`src/rtl/screen_sel_ctl.sv`:
```
// Screen selector for the PONG display path: menu FSM, shared settings registers
// and a registered N-way mux of per-screen VGA streams. Screen changes land on vblank.
module screen_sel_ctl #(
  parameter int NUM_SCREENS  = 4,
  parameter int NUM_DIFF     = 2,
  parameter int NUM_PALETTES = 7,
  parameter int BTN_X0       = 362,
  parameter int BTN_X1       = 674,
  parameter int BTN_Y0       = 46,
  parameter int BTN_H        = 100,
  parameter int BTN_PITCH    = 192
) (
  input  logic                      clk,
  input  logic                      rst,
  input  logic                      vblnk_in,
  input  logic [11:0]               xpos,
  input  logic [11:0]               ypos,
  input  logic                      mouse_left,
  input  logic                      button,
  input  logic [NUM_SCREENS-1:0]    vsync_scr,
  input  logic [NUM_SCREENS-1:0]    hsync_scr,
  input  logic [12*NUM_SCREENS-1:0] rgb_scr,
  output logic                      vsync_out,
  output logic                      hsync_out,
  output logic [11:0]               rgb_out,
  output logic [2:0]                screen_sel,
  output logic [1:0]                difficulty,
  output logic [11:0]               color1,
  output logic [11:0]               color2
);

  typedef enum logic [1:0] {MENU, WAIT_IN, SCREEN, WAIT_OUT} state_t;

  localparam int          NUM_ROWS = NUM_SCREENS + 1;
  localparam logic [31:0] X0       = 32'(BTN_X0);
  localparam logic [31:0] X1       = 32'(BTN_X1);
  localparam logic [3:0]  DIFF_ROW = 4'(NUM_SCREENS - 1);
  localparam logic [1:0]  DIFF_MAX = 2'(NUM_DIFF - 1);
  localparam logic [2:0]  PAL_MAX  = 3'(NUM_PALETTES - 1);

  state_t      state, state_next;
  logic        mouse_left_q, button_q, vblnk_q;
  logic        click, press, vb_rise;
  logic [31:0] x32, y32, row_top;
  logic        x_in, hit;
  logic [3:0]  hit_row;
  logic [2:0]  target, palette;
  logic        load_target, take_target, clear_sel, bump_diff, bump_pal;
  logic        mux_vsync, mux_hsync;
  logic [11:0] mux_rgb;

  // ---------------------------------------------------------------------------
  // Edge detection: one action per press, however long the level is held.
  // ---------------------------------------------------------------------------
  // NOTE: non-blocking assignments in every clocked block, so all registers
  // sample pre-edge values and the order of statements cannot matter.
  always_ff @(posedge clk) begin
    if (rst) begin
      mouse_left_q <= 1'b0;
      button_q     <= 1'b0;
      vblnk_q      <= 1'b0;
    end else begin
      mouse_left_q <= mouse_left;
      button_q     <= button;
      vblnk_q      <= vblnk_in;
    end
  end

  assign click   = mouse_left & ~mouse_left_q;
  assign press   = button & ~button_q;
  assign vb_rise = vblnk_in & ~vblnk_q;

  // ---------------------------------------------------------------------------
  // Menu button hit decode. Rows never overlap (pitch > height), so at most one
  // row matches and loop order is irrelevant.
  // ---------------------------------------------------------------------------
  assign x32  = {20'd0, xpos};
  assign y32  = {20'd0, ypos};
  assign x_in = (x32 >= X0) && (x32 <= X1);

  // NOTE: every variable written here gets a default first, otherwise a path
  // that skips the assignment would infer a latch.
  always_comb begin
    hit     = 1'b0;
    hit_row = '0;
    row_top = '0;
    for (int k = 0; k < NUM_ROWS; k++) begin
      row_top = 32'(BTN_Y0 + k * BTN_PITCH);
      if (x_in && (y32 >= row_top) && (y32 <= row_top + 32'(BTN_H - 1))) begin
        hit     = 1'b1;
        hit_row = 4'(k);
      end
    end
  end

  // ---------------------------------------------------------------------------
  // Menu FSM: state register, next-state logic, action strobes.
  // ---------------------------------------------------------------------------
  always_ff @(posedge clk) begin
    if (rst) state <= MENU;
    else     state <= state_next;
  end

  always_comb begin
    state_next = state;
    case (state)
      MENU:     if (click && hit && (hit_row < DIFF_ROW)) state_next = WAIT_IN;
      WAIT_IN: begin
        // A cancel beats a simultaneous vblank.
        if (press)        state_next = MENU;
        else if (vb_rise) state_next = SCREEN;
      end
      SCREEN:   if (press)   state_next = WAIT_OUT;
      WAIT_OUT: if (vb_rise) state_next = MENU;
      default:  state_next = MENU;
    endcase
  end

  always_comb begin
    load_target = 1'b0;
    take_target = 1'b0;
    clear_sel   = 1'b0;
    bump_diff   = 1'b0;
    bump_pal    = 1'b0;
    case (state)
      MENU: begin
        if (click && hit) begin
          if (hit_row < DIFF_ROW)       load_target = 1'b1;
          else if (hit_row == DIFF_ROW) bump_diff   = 1'b1;
          else                          bump_pal    = 1'b1;
        end
      end
      WAIT_IN:  take_target = vb_rise & ~press;
      WAIT_OUT: clear_sel   = vb_rise;
      default: ;
    endcase
  end

  // ---------------------------------------------------------------------------
  // Selection and shared settings. Strobes only fire in MENU for the settings,
  // so difficulty and palette are frozen while a screen owns the mouse.
  // ---------------------------------------------------------------------------
  always_ff @(posedge clk) begin
    if (rst) begin
      target     <= '0;
      screen_sel <= '0;
      difficulty <= '0;
      palette    <= '0;
    end else begin
      if (load_target) target <= 3'(hit_row + 4'd1);
      if (take_target)    screen_sel <= target;
      else if (clear_sel) screen_sel <= '0;
      if (bump_diff) difficulty <= (difficulty == DIFF_MAX) ? 2'd0 : difficulty + 2'd1;
      if (bump_pal)  palette    <= (palette == PAL_MAX) ? 3'd0 : palette + 3'd1;
    end
  end

  always_comb begin
    color1 = 12'h000;
    color2 = 12'hFFF;
    case (palette)
      3'd0: begin color1 = 12'h000; color2 = 12'hFFF; end
      3'd1: begin color1 = 12'h099; color2 = 12'hF66; end
      3'd2: begin color1 = 12'h909; color2 = 12'h6F6; end
      3'd3: begin color1 = 12'h990; color2 = 12'h66F; end
      3'd4: begin color1 = 12'h009; color2 = 12'hFF6; end
      3'd5: begin color1 = 12'h900; color2 = 12'h6FF; end
      3'd6: begin color1 = 12'h090; color2 = 12'hF6F; end
      3'd7: begin color1 = 12'h444; color2 = 12'hFF0; end
      default: ;
    endcase
  end

  // ---------------------------------------------------------------------------
  // Stream mux, registered for one clock of latency on every screen path.
  // ---------------------------------------------------------------------------
  always_comb begin
    mux_vsync = vsync_scr[0];
    mux_hsync = hsync_scr[0];
    mux_rgb   = rgb_scr[11:0];
    for (int i = 1; i < NUM_SCREENS; i++) begin
      if (screen_sel == 3'(i)) begin
        mux_vsync = vsync_scr[i];
        mux_hsync = hsync_scr[i];
        mux_rgb   = rgb_scr[12*i +: 12];
      end
    end
  end

  always_ff @(posedge clk) begin
    if (rst) begin
      vsync_out <= 1'b0;
      hsync_out <= 1'b0;
      rgb_out   <= '0;
    end else begin
      vsync_out <= mux_vsync;
      hsync_out <= mux_hsync;
      rgb_out   <= mux_rgb;
    end
  end

endmodule
```
`config.mk`:
```
export PLATFORM = sky130hd
export DESIGN_NAME = screen_sel_ctl
export DESIGN_NICKNAME = d
export VERILOG_FILES = /design/src/rtl/screen_sel_ctl.sv
export SDC_FILE = /design/constraint.sdc
export NUM_CORES = 1
export LEC_CHECK = 0
export ABC_CLOCK_PERIOD_IN_PS = 3600
export CORE_MARGIN = 10
export CORE_UTILIZATION = 37
export DETAILED_ROUTE_END_ITERATION = 8
export PLACE_DENSITY = 0.78
export RECOVER_POWER = 50
export SLEW_MARGIN = 20
export SYNTH_ARGS = -nofsm -noshare
export SYNTH_HDL_FRONTEND = slang
export SYNTH_SLANG_ARGS = --single-unit
export TNS_END_PERCENT = 100
```
`constraint.sdc`:
```
create_clock -name clk -period 3.6 [get_ports clk]
set_clock_uncertainty 0.1 [all_clocks]
set_input_delay 0.72 -clock clk [delete_from_list [all_inputs] [get_ports clk]]
set_output_delay 0.72 -clock clk [all_outputs]
set_load 0.02 [all_outputs]
```
==> results.toml, run 1 <==
[timing]
fmax_mhz = 285
max_slew_margin_pct = 37.2
tightest_slew_ns = 0.941
fin_crit_sh_pct = 97.5
finalHoldViolCount = 0
rsz0062_at_grt = "no"
setup_tns_ns = 0
setup_viol = 0
hold_slack_ns = 0.352
layout_min_cycle_time_ns = 3.51
maxSlewViolCount = 0

[floorplan]
die_h_microns = 103
core_sq_um = 6720
fp-row-count = 30
start_util_pct = 37.7
ios = 128
dieArea_sq_um = 10600
fp.dieW_microns = 103

[power_and_ir_drop]
p_sw_share_pct = 24.3
p_leak_nw = 1.54
p_switching_mw = 0.224
p_comb_share_pct = 23.7
power_density_nw_per_um2 = 227
sequentialPowerShare_pct = 46.9
max-vdd-ir-drop_uv = 193
clkPwrFrac_pct = 29.3
cell_internal_pwr_mw = 0.699

[global_route]
grt_pass1_wl_microns = 12300
grt_usage_pct = 14.1
grt_pass1_vias = 2634
grt_antenna_before_repair = 0
grt_max_degree = 31
overflow = 0

[place]
portBuffers = 119
place_hpwl_microns = 6570
gp_congestion = 0.816
place_inst = 504

[clock_network]
clk_pin_slew_ns = 0.07
cts_made_buffers = 5
cts_hold_buffers = 0
clock-sinks = 38
root_buffer = "clkbuf_8"
cts_buffer_depth = 2
htreeDepth = 2
clk_latency_ns = 0.28
tritoncts = "built"

[routing]
drtPass1Iterations = 4
drc = 0
drt_first_iter_violations = 75
avgViaCountPerCell = 5.24
totalWireLength_microns = 8210
ant_nets = 0
vias = 2681
avgRoutedWirePerCell_microns = 16.0

[final_layout]
finish.net_count = 525
final_layout_size_suffix_gt1_share_pct = 12.7
diodes = 0
fin_util_pct = 60.5
final_cells = 512
fillers = 588
area_growth_pct = 60.3
multiInputGateArea_sq_um = 1650
final-seq-area_sq_um = 761

[worst_setup_path]
arrival_ns = 3.58
path_class = "in -> reg"
crit_path_end_kind = "flip-flop"
crit_path_start_kind = "primary input"
crit_required_ns = 3.67
critical_path.max_fanout = 3

[logic_synthesis]
synth_area_per_cell_sq_um = 8.42
syn_inst = 301
syn-cell-area_sq_um = 2530
synth-edff-count = 0
yosys_warnings = 0
synth_cell_types = 55
yosysSeqAreaShare_pct = 30.0
async_reset_ff_share_pct = 0
ys_seq_elements = 38
ys.flop_type = "dfxtp_1"

[worst_hold_path]
min_path_type = "reg -> reg"

[job]
drv_cap = 0

[status]
status = "finished clean"
[synth_stat cells (2+ instances only)]
library cell	number	area, sq um
dfxtp_1	38	761
nor2_1	36	135
mux2i_1	21	210
nor2b_1	21	131
buf_4	16	120
a2111oi_0	15	131
clkbuf_1	15	56.3
o22a_1	15	131
a21oi_1	13	65.1
inv_1	10	37.5
nand2b_1	10	62.6
ha_1	8	100
o21ai_0	8	40.0
nor3_1	7	35.0
nand2_1	5	18.8
nand3_1	5	25.0
nor4b_1	4	35.0
a21o_1	3	22.5
a22oi_1	3	22.5
and2_1	3	18.8
mux2_2	3	33.8
o21bai_1	3	22.5
conb_1	2	7.51
nand3b_1	2	15.0
nand4_1	2	12.5
nor3b_1	2	15.0
o21a_1	2	15.0
or4b_1	2	20.0
[power groups by stage]
| stage | Combinational, mW | Clock (mW) | Sequential, mW |
|---|---|---|---|
| 3_5_place_dp | 0.218 | 0 | 0.443 |
| 3_3_place_gp | 0.214 | 0 | 0.443 |
| 6_report | 0.219 | 0.271 | 0.433 |
| 2_1_floorplan | 0.0672 | 0 | 0.454 |
| 5_1_grt | 0.235 | 0.294 | 0.434 |
| 4_1_cts | 0.220 | 0.280 | 0.433 |
[cell type report]
class	count	share of cell area (%)
timing repair buffer	151	35.3
multi-input combinational	226	40.6
clock buffer	7	1.88
inverter	10	0.986
sequential	38	18.7
tap	80	2.46
[path summary, 6_finish.rpt]
kind / start / to / slack, ns / cells past startpoint
setup / recovery: xpos[0] / color1[3] / 0.09 / 12
hold / removal: difficulty[1] / difficulty[1] / 0.35 / 2
setup reg to reg: flip-flop / color1[3] / 0.87 / 11
hold reg to reg: difficulty[1] / difficulty[1] / 0.35 / 2
[metrics by stage]
step           cell area, sq um  power (mW)  setup slack, ns
3_3_place_gp               3900       0.657           -0.259
2_1_floorplan              2560       0.521           0.0231
6_report                   4060       0.923           0.0914
3_5_place_dp               3900       0.662           -0.327
4_1_cts                    4000       0.933          0.00110
5_1_grt                    4060       0.963          0.00193
[worst max-delay path, stage by stage]
cell	delay (ns)
clkdlybuf4s50_1	0.39
or4b_1	0.47
or4b_4	0.51
o211ai_4	0.09
nand3_2	0.11
nand3b_1	0.20
a21o_1	0.25
ha_4	0.30
inv_4	0.04
mux2i_4	0.14
mux2i_1	0.09
mux2_4	0.28
[layer usage]
layer	GRT usage [%]	vias to the layer above	routed length, microns
li1	-	1343	-
met1	15.7	1261	3180
met2	26.8	65	4540
met3	2.68	12	332
met4	3.42	0	159
met5	0	-	0
[state kept, by name (all words and copies together) (netlist names), 2 cells and up, named ones only]
name,cells
target,3
color2,4
difficulty,2
rgb_out,12
palette,3
screen_sel,3
color1,4
[timing repair]
| item | 4_1_cts | 5_1_grt |
|---|---|---|
| pin swaps | 5 | 5 |
| gates resized for setup | 6 | 12 |
| endpoints found under the setup margin | 1 | 5 |
| buffers inserted | 1 | 0 |
[logic make-up after synthesis]
kind of cell | count (synthesis) | share of synthesized area (%)
buf+inv | 42 | 8.59
compound gates | 79 | 23.7
xor+xnor | 1 | 0.346
other cells | 2 | 0.296
simple gates | 107 | 23.5
flops | 38 | 30.0
fa+ha+maj | 8 | 3.95
mux | 24 | 9.63
[cells in the final DEF, fill, tap and decap left out, types with 3 or more instances in the layout]
cell type,n
clkdlybuf4s50_1,82
o22a_1,15
dfxtp_1,38
dlygate4sd3_1,34
and2_1,3
o21ai_0,8
o21bai_1,3
a22oi_1,3
nand2b_1,10
nor2_1,36
a21oi_1,12
nand3_1,4
a2111oi_0,15
conb_1,7
nand2_1,5
ha_1,6
inv_1,9
clkbuf_8,5
buf_4,31
a21o_1,3
nor2b_1,21
nor3_1,7
mux2i_1,20
(Power assumes the default switching activity.)
==> run 2: changes to the inputs <==
Settings changed: CORE_MARGIN 10 to 2.
==> results.toml, run 2 (synthesis gave the netlist of run 1 again) <==
[worst_setup_path]
crit_required_ns = 3.68
crit_path_end_kind = "flip-flop"
path_class = "in -> reg"
critical_path.max_fanout = 3
arrival_ns = 3.53
crit_path_start_kind = "primary input"
rr_worst_depth = 11
startpoint = "xpos[3]"

[power_and_ir_drop]
p_leak_nw = 1.54
power_density_nw_per_um2 = 243
finalPower_mw = 0.982
max-vdd-ir-drop_uv = 172

[job]
drv_cap = 0

[clock_network]
htreeDepth = 2
root_buffer = "clkbuf_8"
clock-sinks = 38
tritoncts = "built"
cts_made_buffers = 5
clk_pin_slew_ns = 0.07
clk_latency_ns = 0.29
cts_hold_buffers = 0
cts_buffer_depth = 2

[timing]
setup_viol = 0
rsz0062_at_grt = "no"
fin_crit_sh_pct = 95.8
setup_tns_ns = 0
hold_slack_ns = 0.353
fmax_mhz = 290
maxSlewViolCount = 0
tightest_slew_ns = 0.936
max_slew_margin_pct = 37.5
finalHoldViolCount = 0
layout_min_cycle_time_ns = 3.45

[final_layout]
final_layout_size_suffix_gt1_share_pct = 12.2
largest_reg_flops = 12
fin_util_pct = 60.2
largest_register = "rgb_out"
area_growth_pct = 59.6
diodes = 0
layout_common_cells = "83 x clkdlybuf4s50_1, 38 x dfxtp_1, 36 x nor2_1"
fillers = 590
finish.net_count = 525
final_area_sq_um = 4040
layout_commonest_cell = "clkdlybuf4s50_1"

[floorplan]
fp-row-count = 30
die_h_microns = 86.8
dieArea_sq_um = 7530
core_sq_um = 6720
fp.dieW_microns = 86.8
ios = 128
start_util_pct = 37.7

[routing]
drc = 0
avgViaCountPerCell = 5.24
ant_nets = 0
drt_first_iter_violations = 90
drtPass1Iterations = 4
avgRoutedWirePerCell_microns = 13.8
vias = 2686
totalWireLength_microns = 7070

[place]
gp_congestion = 0.821
portBuffers = 119
place_hpwl_microns = 5570
place_area_sq_um = 3890

[global_route]
grt_antenna_before_repair = 0
grt_pass1_vias = 2586
grt_max_degree = 24
grt_usage_pct = 18.1
grt_pass1_wl_microns = 11000
overflow = 0

[worst_hold_path]
min_from = "difficulty[1]"
min_path_type = "reg -> reg"
whs_path_depth = 2

[status]
status = "finished clean"
run 2: cell count changes in the layout (fill, tap and decap cells not counted), sizes merged:
cell	delta
dlymetal6s2s	-1
clkbuf	+1
dlygate4sd3	-2
dlygate4sd2	+2
clkdlybuf4s50	+1
run 2: worst max-delay path, stage by stage:
cell and delay [ns]:
dlygate4sd2_1 0.24, or4b_1 0.50, or4b_1 0.52, o211ai_2 0.10, nand3_2 0.12, nand3b_1 0.23, a21o_1 0.24, buf_6 0.14
ha_1 0.18, mux2i_2 0.18, mux2i_1 0.10, mux2_4 0.27
run 2: per-stage QoR:
stage / setup slack [ns] / std cells
2_1_floorplan: 0.0231 / 306
3_3_place_gp: -0.264 / 503
3_5_place_dp: -0.369 / 503
4_1_cts: 0.149 / 513
5_1_grt: 0.0172 / 513
6_report: 0.151 / 513
run 2: what timing repair did:
item                                    4_1_cts  5_1_grt
gates resized for setup                       9        1
endpoints found under the setup margin        1        1
pin swaps                                     5        0
buffers inserted                              2        0
run 2: final cells by class:
class                           count  area, sq um  share of cell area (%)
Clock buffer                        8          110                    2.72
Inverter                           10         37.5                   0.928
Multi-Input combinational cell    226         1610                    39.7
Sequential cell                    38          761                    18.8
Tap cell                           80          100                    2.48
Timing Repair Buffer              151         1430                    35.4
run 2: path summary, 6_finish.rpt:
check / end / slack (ns)
hold / removal: difficulty[1] / 0.35
setup / recovery: color1[3] / 0.15
setup reg to reg: color1[3] / 0.88
hold reg to reg: difficulty[1] / 0.35
run 2: per-layer routing:
metal	vias to the layer above	GRT usage [%]	share of wire [%]	wire, microns
met5	-	0	0	0
met4	0	5.54	0.95	67
met3	5	3.33	3.6	254
met2	78	34.8	54	3840
met1	1262	19.7	41	2910
li1	1341	-	-	-
run 2: power breakdown:
part | internal, mW | total (mW) | switching (mW) | leakage, nW
Clock | 0.193 | 0.336 | 0.143 | 0.0575
Combinational | 0.131 | 0.213 | 0.0827 | 1.18
Sequential | 0.431 | 0.433 | 0.00238 | 0.311
Total | 0.754 | 0.982 | 0.228 | 1.54
